### config.mk
export PLATFORM = sky130hd
export DESIGN_NAME = pc_sequencer_flat
export DESIGN_NICKNAME = d
export VERILOG_FILES = /design/src/rtl/pc_sequencer_pkg.sv /design/src/rtl/pc_sequencer_if.sv /design/src/rtl/pc_sequencer_ret_stack.sv /design/src/rtl/pc_sequencer.sv /design/src/flat_wrapper.sv
export SDC_FILE = /design/constraint.sdc
export NUM_CORES = 1
export LEC_CHECK = 0
export CAP_MARGIN = 0
export CORE_ASPECT_RATIO = 1.2
export CORE_MARGIN = 2
export CORE_UTILIZATION = 46
export DETAILED_ROUTE_END_ITERATION = 8
export GPL_TIMING_DRIVEN = 0
export PLACE_DENSITY = 0.79
export SYNTH_ARGS = -nofsm -noshare
export SYNTH_HDL_FRONTEND = slang
export SYNTH_HIERARCHICAL = 1
export SYNTH_SLANG_ARGS = --single-unit
export TNS_END_PERCENT = 1
### constraint.sdc
create_clock -name clk -period 2.37 [get_ports clk]
set_input_delay 0.474 -clock clk [delete_from_list [all_inputs] [get_ports clk]]
set_output_delay 0.474 -clock clk [all_outputs]
set_load 0.01 [all_outputs]
### src/rtl/pc_sequencer_pkg.sv
`default_nettype none
// +------------------------------------------------------------------------+
// | Module : pc_seq_pkg                                                    |
// | Brief  : Shared types for the fetch-stage program-counter sequencer:   |
// |          FSM state encoding, next-PC select codes, LUT index width.    |
// | Rev    : 1.0  initial release                                          |
// +------------------------------------------------------------------------+
package pc_seq_pkg;

  localparam int LUT_IDX_W = 4;

  typedef enum logic [1:0] {
    IDLE = 2'd0,
    RUN  = 2'd1,
    HALT = 2'd2
  } pc_state_t;

  // Source of the next program-counter value.
  typedef enum logic [2:0] {
    SEL_HOLD  = 3'd0,
    SEL_INC   = 3'd1,
    SEL_BR    = 3'd2,
    SEL_RET   = 3'd3,
    SEL_START = 3'd4
  } pc_sel_t;

endpackage
`default_nettype wire

### src/rtl/pc_sequencer_if.sv
`default_nettype none
// +------------------------------------------------------------------------+
// | Module : pc_seq_if                                                     |
// | Brief  : Control/LUT/status bundle between decoder, branch-target LUT  |
// |          and the PC sequencer.                                         |
// |   slave  : sequencer view (controls + lut_target in, status out)       |
// |   master : decoder/LUT view (opposite directions)                      |
// | Rev    : 1.0  initial release                                          |
// +------------------------------------------------------------------------+
interface pc_seq_if
  import pc_seq_pkg::*;
#(
  parameter int D = 10
);
  logic                 start;
  logic                 stall;
  logic                 branch_en;
  logic                 abs_jump;
  logic                 call;
  logic                 ret;
  logic [LUT_IDX_W-1:0] lut_idx;
  logic                 halt_req;
  logic [LUT_IDX_W-1:0] lut_addr;
  logic [D-1:0]         lut_target;
  logic [D-1:0]         prog_ctr;
  logic                 running;
  logic                 done;
  logic                 stack_err;

  modport slave (
    input  start, stall, branch_en, abs_jump, call, ret, lut_idx, halt_req, lut_target,
    output lut_addr, prog_ctr, running, done, stack_err
  );

  modport master (
    output start, stall, branch_en, abs_jump, call, ret, lut_idx, halt_req, lut_target,
    input  lut_addr, prog_ctr, running, done, stack_err
  );
endinterface
`default_nettype wire

### src/rtl/pc_sequencer_ret_stack.sv
`default_nettype none
// +------------------------------------------------------------------------+
// | Module : pc_ret_stack                                                  |
// | Brief  : LIFO of return addresses. push_i when full and pop_i when     |
// |          empty are ignored; the parent flags those cases.              |
// |   clk, reset       : clock, synchronous active-high reset (empties)    |
// |   push_i, din_i    : push din_i                                        |
// |   pop_i, dout_o    : dout_o is the current top-of-stack                |
// |   full_o, empty_o  : occupancy flags                                   |
// | Rev    : 1.0  initial release                                          |
// +------------------------------------------------------------------------+
module pc_ret_stack
  import pc_seq_pkg::*;
#(
  parameter int D           = 10,
  parameter int STACK_DEPTH = 4
) (
  input  wire logic         clk,
  input  wire logic         reset,
  input  wire logic         push_i,
  input  wire logic         pop_i,
  input  wire logic [D-1:0] din_i,
  output logic      [D-1:0] dout_o,
  output logic              full_o,
  output logic              empty_o
);
  localparam int PTR_W = $clog2(STACK_DEPTH);

  logic [D-1:0]   mem_q [STACK_DEPTH];
  logic [PTR_W:0] cnt_q;
  logic [PTR_W-1:0] top_idx;

  assign full_o  = (cnt_q == (PTR_W+1)'(STACK_DEPTH));
  assign empty_o = (cnt_q == '0);
  // Top entry sits one below the fill count.
  assign top_idx = cnt_q[PTR_W-1:0] - PTR_W'(1);
  assign dout_o  = mem_q[top_idx];

  always_ff @(posedge clk) begin
    if (reset) begin
      cnt_q <= '0;
    end else if (push_i && !full_o) begin
      mem_q[cnt_q[PTR_W-1:0]] <= din_i;
      cnt_q <= cnt_q + (PTR_W+1)'(1);
    end else if (pop_i && !empty_o) begin
      cnt_q <= cnt_q - (PTR_W+1)'(1);
    end
  end
endmodule
`default_nettype wire

### src/rtl/pc_sequencer.sv
`default_nettype none
// +------------------------------------------------------------------------+
// | Module : pc_sequencer                                                  |
// | Brief  : Fetch-stage program counter: +1 per cycle, LUT-driven         |
// |          absolute/relative branches, stall, halt, restart.             |
// |   clk, reset : clock, synchronous active-high reset                    |
// |   bus        : pc_seq_if.slave (controls, LUT index/target, status)    |
// | Option : PC_CALL_STACK_EN - adds call/ret return stack and stack_err   |
// | Rev    : 1.0  initial release                                          |
// +------------------------------------------------------------------------+
module pc_sequencer
  import pc_seq_pkg::*;
#(
  parameter int D           = 10,
  parameter int START_ADDR  = 0,
  parameter int STACK_DEPTH = 4
) (
  input wire logic clk,
  input wire logic reset,
  pc_seq_if.slave  bus
);
  localparam logic [D-1:0] START_PC = D'(START_ADDR);

  pc_state_t    state_q, state_d;
  pc_sel_t      sel;
  logic [D-1:0] pc_q, pc_d;
  logic         done_q;

`ifdef PC_CALL_STACK_EN
  logic         push, pop, err_set, err_q;
  logic         stk_full, stk_empty;
  logic [D-1:0] stk_dout;

  pc_ret_stack #(.D(D), .STACK_DEPTH(STACK_DEPTH)) u_stack (
    .clk     (clk),
    .reset   (reset),
    .push_i  (push),
    .pop_i   (pop),
    .din_i   (pc_q + D'(1)),
    .dout_o  (stk_dout),
    .full_o  (stk_full),
    .empty_o (stk_empty)
  );
`else
  // ret has no effect without the return stack.
  logic unused_ret;
  assign unused_ret = bus.ret;
`endif

  always_comb begin
    state_d = state_q;
    sel     = SEL_HOLD;
`ifdef PC_CALL_STACK_EN
    push    = 1'b0;
    pop     = 1'b0;
    err_set = 1'b0;
`endif
    case (state_q)
      IDLE, HALT: begin
        if (bus.start) begin
          state_d = RUN;
          sel     = SEL_START;
        end
      end
      RUN: begin
        if (bus.halt_req) begin
          state_d = HALT;
        end else if (bus.stall) begin
          sel = SEL_HOLD;
`ifdef PC_CALL_STACK_EN
        end else if (bus.ret) begin
          // Return on an empty stack falls through to a plain increment.
          if (stk_empty) begin
            sel     = SEL_INC;
            err_set = 1'b1;
          end else begin
            sel = SEL_RET;
            pop = 1'b1;
          end
        end else if (bus.branch_en || bus.call) begin
          sel = SEL_BR;
          if (bus.call) begin
            if (stk_full) err_set = 1'b1;
            else          push    = 1'b1;
          end
`else
        end else if (bus.branch_en || bus.call) begin
          sel = SEL_BR;
`endif
        end else begin
          sel = SEL_INC;
        end
      end
      default: state_d = IDLE;
    endcase
  end

  always_comb begin
    pc_d = pc_q;
    case (sel)
      SEL_INC:   pc_d = pc_q + D'(1);
      SEL_BR:    pc_d = bus.abs_jump ? bus.lut_target : (pc_q + bus.lut_target);
`ifdef PC_CALL_STACK_EN
      SEL_RET:   pc_d = stk_dout;
`endif
      SEL_START: pc_d = START_PC;
      default:   pc_d = pc_q;
    endcase
  end

  always_ff @(posedge clk) begin
    if (reset) begin
      state_q <= IDLE;
      pc_q    <= START_PC;
      done_q  <= 1'b0;
    end else begin
      state_q <= state_d;
      pc_q    <= pc_d;
      done_q  <= (state_d == HALT);
    end
  end

`ifdef PC_CALL_STACK_EN
  always_ff @(posedge clk) begin
    if (reset)        err_q <= 1'b0;
    else if (err_set) err_q <= 1'b1;
  end
  assign bus.stack_err = err_q;
`else
  assign bus.stack_err = 1'b0;
`endif

  assign bus.lut_addr = bus.lut_idx;
  assign bus.prog_ctr = pc_q;
  assign bus.running  = (state_q == RUN);
  assign bus.done     = done_q;
endmodule
`default_nettype wire

### src/flat_wrapper.sv
// flat-port wrapper written by rule: the top's interface ports become plain ports
module pc_sequencer_flat import pc_seq_pkg::*;
#(
  parameter int D           = 10,
  parameter int START_ADDR  = 0,
  parameter int STACK_DEPTH = 4
)
  (clk, reset, bus_start, bus_stall, bus_branch_en, bus_abs_jump, bus_call, bus_ret, bus_lut_idx, bus_halt_req, bus_lut_target, bus_lut_addr, bus_prog_ctr, bus_running, bus_done, bus_stack_err);
  pc_seq_if #(.D(D)) bus_i ();
  input wire logic clk;
  input wire logic reset;
  input wire logic [$bits(bus_i.start)-1:0] bus_start;
  input wire logic [$bits(bus_i.stall)-1:0] bus_stall;
  input wire logic [$bits(bus_i.branch_en)-1:0] bus_branch_en;
  input wire logic [$bits(bus_i.abs_jump)-1:0] bus_abs_jump;
  input wire logic [$bits(bus_i.call)-1:0] bus_call;
  input wire logic [$bits(bus_i.ret)-1:0] bus_ret;
  input wire logic [$bits(bus_i.lut_idx)-1:0] bus_lut_idx;
  input wire logic [$bits(bus_i.halt_req)-1:0] bus_halt_req;
  input wire logic [$bits(bus_i.lut_target)-1:0] bus_lut_target;
  output wire logic [$bits(bus_i.lut_addr)-1:0] bus_lut_addr;
  output wire logic [$bits(bus_i.prog_ctr)-1:0] bus_prog_ctr;
  output wire logic [$bits(bus_i.running)-1:0] bus_running;
  output wire logic [$bits(bus_i.done)-1:0] bus_done;
  output wire logic [$bits(bus_i.stack_err)-1:0] bus_stack_err;
  assign bus_i.start = bus_start;
  assign bus_i.stall = bus_stall;
  assign bus_i.branch_en = bus_branch_en;
  assign bus_i.abs_jump = bus_abs_jump;
  assign bus_i.call = bus_call;
  assign bus_i.ret = bus_ret;
  assign bus_i.lut_idx = bus_lut_idx;
  assign bus_i.halt_req = bus_halt_req;
  assign bus_i.lut_target = bus_lut_target;
  assign bus_lut_addr = bus_i.lut_addr;
  assign bus_prog_ctr = bus_i.prog_ctr;
  assign bus_running = bus_i.running;
  assign bus_done = bus_i.done;
  assign bus_stack_err = bus_i.stack_err;
  pc_sequencer #(.D(D), .START_ADDR(START_ADDR), .STACK_DEPTH(STACK_DEPTH)) u_core (.clk(clk), .reset(reset), .bus(bus_i));
endmodule
# Word-level counts from Yosys, hierarchy flattened
# Index checks and enable logic that the tools add are counted.
dict set report totals {
  input_bits 23
  out_inout_bits 17
  wordCells 25
  regBits 13
}
dict set report op_classes {
  n_addsub 2
  n_mux 10
  n_eq_ne 6
  n_reduce_logical 4
}
# operator count
set op_table {}
lappend op_table {{case mux 10 bit (3 select lines)} 1}
lappend op_table {{adder 10 x 1 -> 10 bit, second input constant} 1}
lappend op_table {{adder 10 bit} 1}
lappend op_table {{two-way mux 10 bit} 1}
lappend op_table {{two-way mux 3 bit} 3}
lappend op_table {{two-way mux 2 bit} 3}
lappend op_table {{case mux 3 bit (2 select lines)} 1}
lappend op_table {{== test 2 bit, second input constant} 2}
lappend op_table {{case mux 2 bit (2 select lines)} 1}
lappend op_table {{== test 3 x 1 -> 1 bit, second input constant} 1}
lappend op_table {{== test 3 x 2 -> 1 bit, second input constant} 1}
lappend op_table {{== test 3 bit, second input constant} 1}
lappend op_table {{nonzero test 3 bit} 1}
lappend op_table {{== test 2 x 1 -> 1 bit, second input constant} 1}
lappend op_table {{zero test 2 bit} 1}
lappend op_table {{OR reduction 2 bit} 1}
lappend op_table {{logical OR 1 bit} 1}

# Logic depth before layout (Yosys ltp)
dict set report logic_depth {
  depth_word 7
  mapped_depth 8
  ltp_nobuf 8
}

# Least setup slack after synthesis
# No wires, ideal clock.
dict set report synth_path {
  path_kind {input port to flip-flop}
  from {input port bus_lut_target[0]}
  to {register u_core.pc_q[8], in the netlist u_core/bus.prog_ctr[8]}
  required_ns 2.254
  setup_slack_ns 0.143
  n_path_buf 0
  setup_ns 0.116
  cell_stages 8
  arrival_ns 2.111
  cell_sequence {ha_1 fa_1 a21o_1 a21oi_1 o21ai_0 a31oi_1 o22ai_1 a41o_1}
}
dict set report synth_via {
  elab_chain_cells 3
}
# element line_no
set synth_rtl {}
lappend synth_rtl {{start: declaration} flat_wrapper.sv:20} ;# input wire logic [$bits(bus_i.lut_target)-1:0] bus_lut_target;
lappend synth_rtl {{adder 10 bit} pc_sequencer.sv:102} ;# SEL_BR: pc_d = bus.abs_jump ? bus.lut_target : (pc_q + bus.lut_target);
lappend synth_rtl {{two-way mux 10 bit} pc_sequencer.sv:102}
lappend synth_rtl {{case mux 10 bit (3 select lines)} pc_sequencer.sv:100} ;# case (sel)
lappend synth_rtl {{end signal: assignment} pc_sequencer.sv:118} ;# pc_q <= pc_d;
lappend synth_rtl {{end: declaration} pc_sequencer.sv:26} ;# logic [D-1:0] pc_q, pc_d;
# Every way passes these cells.
# A chain may end at the register's enable or synchronous reset.

# Worst setup path after layout
dict set report layout_path {
  from {input port bus_lut_target[8]}
  to {register u_core.pc_q[9], in the netlist u_core/bus.prog_ctr[9]}
}
# Same word-level chain as after synthesis.

==> results.txt <==
Synth Register Bits: 13
setup TNS: 0 ps
Inserted Diodes: 0
root buf cell: clkbuf_4
CP startpoint: bus_lut_target[8]
reg-to-reg startpoint: u_core/bus.prog_ctr[1]$_SDFFE_PP0P_
post-synth top area share: 20.7%
post-route non-filler standard cell count: 231
Primary FF master, synth: dfxtp_1
Avg Cell Area, Syn: 7.87 um2
Power Total: 0.653 mW
WL final: 3770 um
DP Worst Slack: -554 ps
Setup Crit Path Kind: input pin to flop
synth warn: 6
Synth Instances: 160
CTS Sinks: 13
Worst Path Max Fanout: 5
gpl congestion: 0.914
total track usage: 25.0%
Via density: 6.06
die area: 3180 um2
post-route design area: 1790 um2
Hold WS: 559 ps
post-route setup slack: 10.3 ps
Synth area leader: dfxtp_1
fmax: 424 MHz
Layout area overhead: 41.7%
top cells by area, synth: dfxtp_1, ha_1, nor2_1
Core Util, Final: 69.3%
Tcrit/Tclk final: 99.6%
PwrDens: 366 nW/um2
max_slew headroom: 65.6%
Pleak: 0.703 nW
Clk Latency, worst-skew pair: 270 ps
Worst VDD drop: 0.241 mV
crit-path cells: clkdlybuf4s50_1 > ha_4 > and4_1 > and3_1 > or4b_4 > and2_1 > o41ai_2
PortBufs: 33
post-synth cell types: 50
Post-Syn Area: 1260 um2
Rows: 20
asr flop ratio synth: 0%
die width: 51.8 um
hpwl dp: 2720 um
slowest CP cell: clkdlybuf4s50_1
clk_skew: 0.492 ps
hold path start: bus_lut_target[6]
largest net degree at the start of global routing: 11
initial antenna violation count: 0
CTS buffer count: 3
top-count cell post-synth: nor2_1
H-Tree Depth: 1
Worst-path clk slew: 90 ps
Post-synth EDFFs: 0
final count of pins violating max slew: 0
clk buf depth: 2
syn_nets: 194
First DRT Iteration DRCs: 66
status: finished, final reports clean
most frequent cells after synthesis: nor2_1, nand2_1, dfxtp_1, a21oi_1
ANT nets after route: 0
post-synthesis sequential area ratio: 20.7%
residual DRC count: 0
I/O pin count: 40
worst min path class: input pin to flop
Starting Density: 48.9%
Setup violations, final: 0
Vias: 1400
WL per Instance: 16.3 um
crit-path max cell delay: 550 ps
TritonCTS clock tree: yes
Max Cap Violations: 0
fin crit period: 2360 ps
WP buf/inv: 1
RSZ-0062 raised after global routing: true
Critical Path RT: 2560 ps
hold_buf cts: 0
share of cells above drive strength 1: 15.2%
fill count: 208
first-pass GRT wire length: 5910 um
die height: 61.3 um
actual slew at the worst max-slew pin: 516 ps
final hold vios: 0
Worst Setup Start Kind: input pin
core footprint: 2580 um2
CP endpoint kind: flop
CP arrival: 2550 ps
DP Area: 1630 um2
GR Overflow Total: 0
number of global-route vias before repair: 1350
Worst path top cell family by delay: simple AND/OR/NAND/NOR gates
drt first pass iters: 4
Final #Nets: 233
placed insts: 226
path summary, 6_finish.rpt:
| kind | end | cells after the start | slack (ps) |
|---|---|---|---|
| max | u_core/bus.prog_ctr[9]$_SDFFE_PP0P_ | 7 | 10 |
| min | u_core/bus.prog_ctr[6]$_SDFFE_PP0P_ | 3 | 560 |
| max reg2reg | u_core/bus.prog_ctr[9]$_SDFFE_PP0P_ | 7 | 90 |
| min reg2reg | u_core/bus.prog_ctr[4]$_SDFFE_PP0P_ | 2 | 590 |
tightest hold or removal path, cell delays in order:
cell and delay, ps:
dlymetal6s2s_1 160, nand2_1 80, a311oi_1 70
kinds of logic after synthesis:
| logic type | count (synthesis) | share of synthesized area [%] |
|---|---|---|
| AOI/OAI and AO/OA | 52 | 29.6 |
| xor gates and xnor gates | 8 | 5.56 |
| adders and majority gates | 11 | 11.5 |
| buffers and inverters | 13 | 6.06 |
| DFF | 13 | 20.7 |
| muxes | 2 | 1.69 |
| other | 1 | 0.298 |
| and+or+nand+nor | 60 | 24.6 |
cell usage in the layout, fill, tap and decap left out, types with 4 or more instances in the layout:
cell type,count
nand2_1,16
buf_4,6
a21oi_1,11
nor2_1,17
ha_4,7
inv_1,4
clkdlybuf4s50_1,27
a221oi_1,4
a21o_1,5
dlymetal6s2s_1,4
xor2_1,5
o21ai_0,9
nor3_1,8
dfxtp_1,13
sequential cells by signal, summed over array words and instances, names as in the netlist:
signal and cells:
u_core/bus.done 1, u_core/bus.prog_ctr 10, u_core/state_q 2
cell type report:
type | count | area, um2 | share of cell area [%]
Sequential cell | 13 | 260 | 14.6
Tap cell | 33 | 41.3 | 2.31
Buffer | 9 | 61.3 | 3.43
Clock buffer | 4 | 26.3 | 1.47
Inverter | 4 | 15.0 | 0.841
Multi-Input combinational cell | 134 | 1040 | 58.0
Timing Repair Buffer | 34 | 345 | 19.3
timing repair:
| action | in CTS | in global routing |
|---|---|---|
| buffers inserted | 1 | 0 |
| pin swaps | 3 | 6 |
| setup endpoints to repair | 4 | 4 |
| resized for setup | 11 | 10 |
metal layers:
layer  track usage [%]  vias to the layer above  wire, um
met3              2.91                        7       245
met4              12.0                        0        65
li1                  -                      669         -
met5                 0                        -         0
met1              29.9                      658      1550
met2              44.7                       66      1900
where the power goes:
group,total [mW],internal (mW),switching (mW)
combinational,0.259,0.136,0.122
sequential,0.251,0.230,0.0212
clock,0.143,0.0652,0.0776
total,0.653,0.432,0.221
Power figures use the tool's default switching activity.
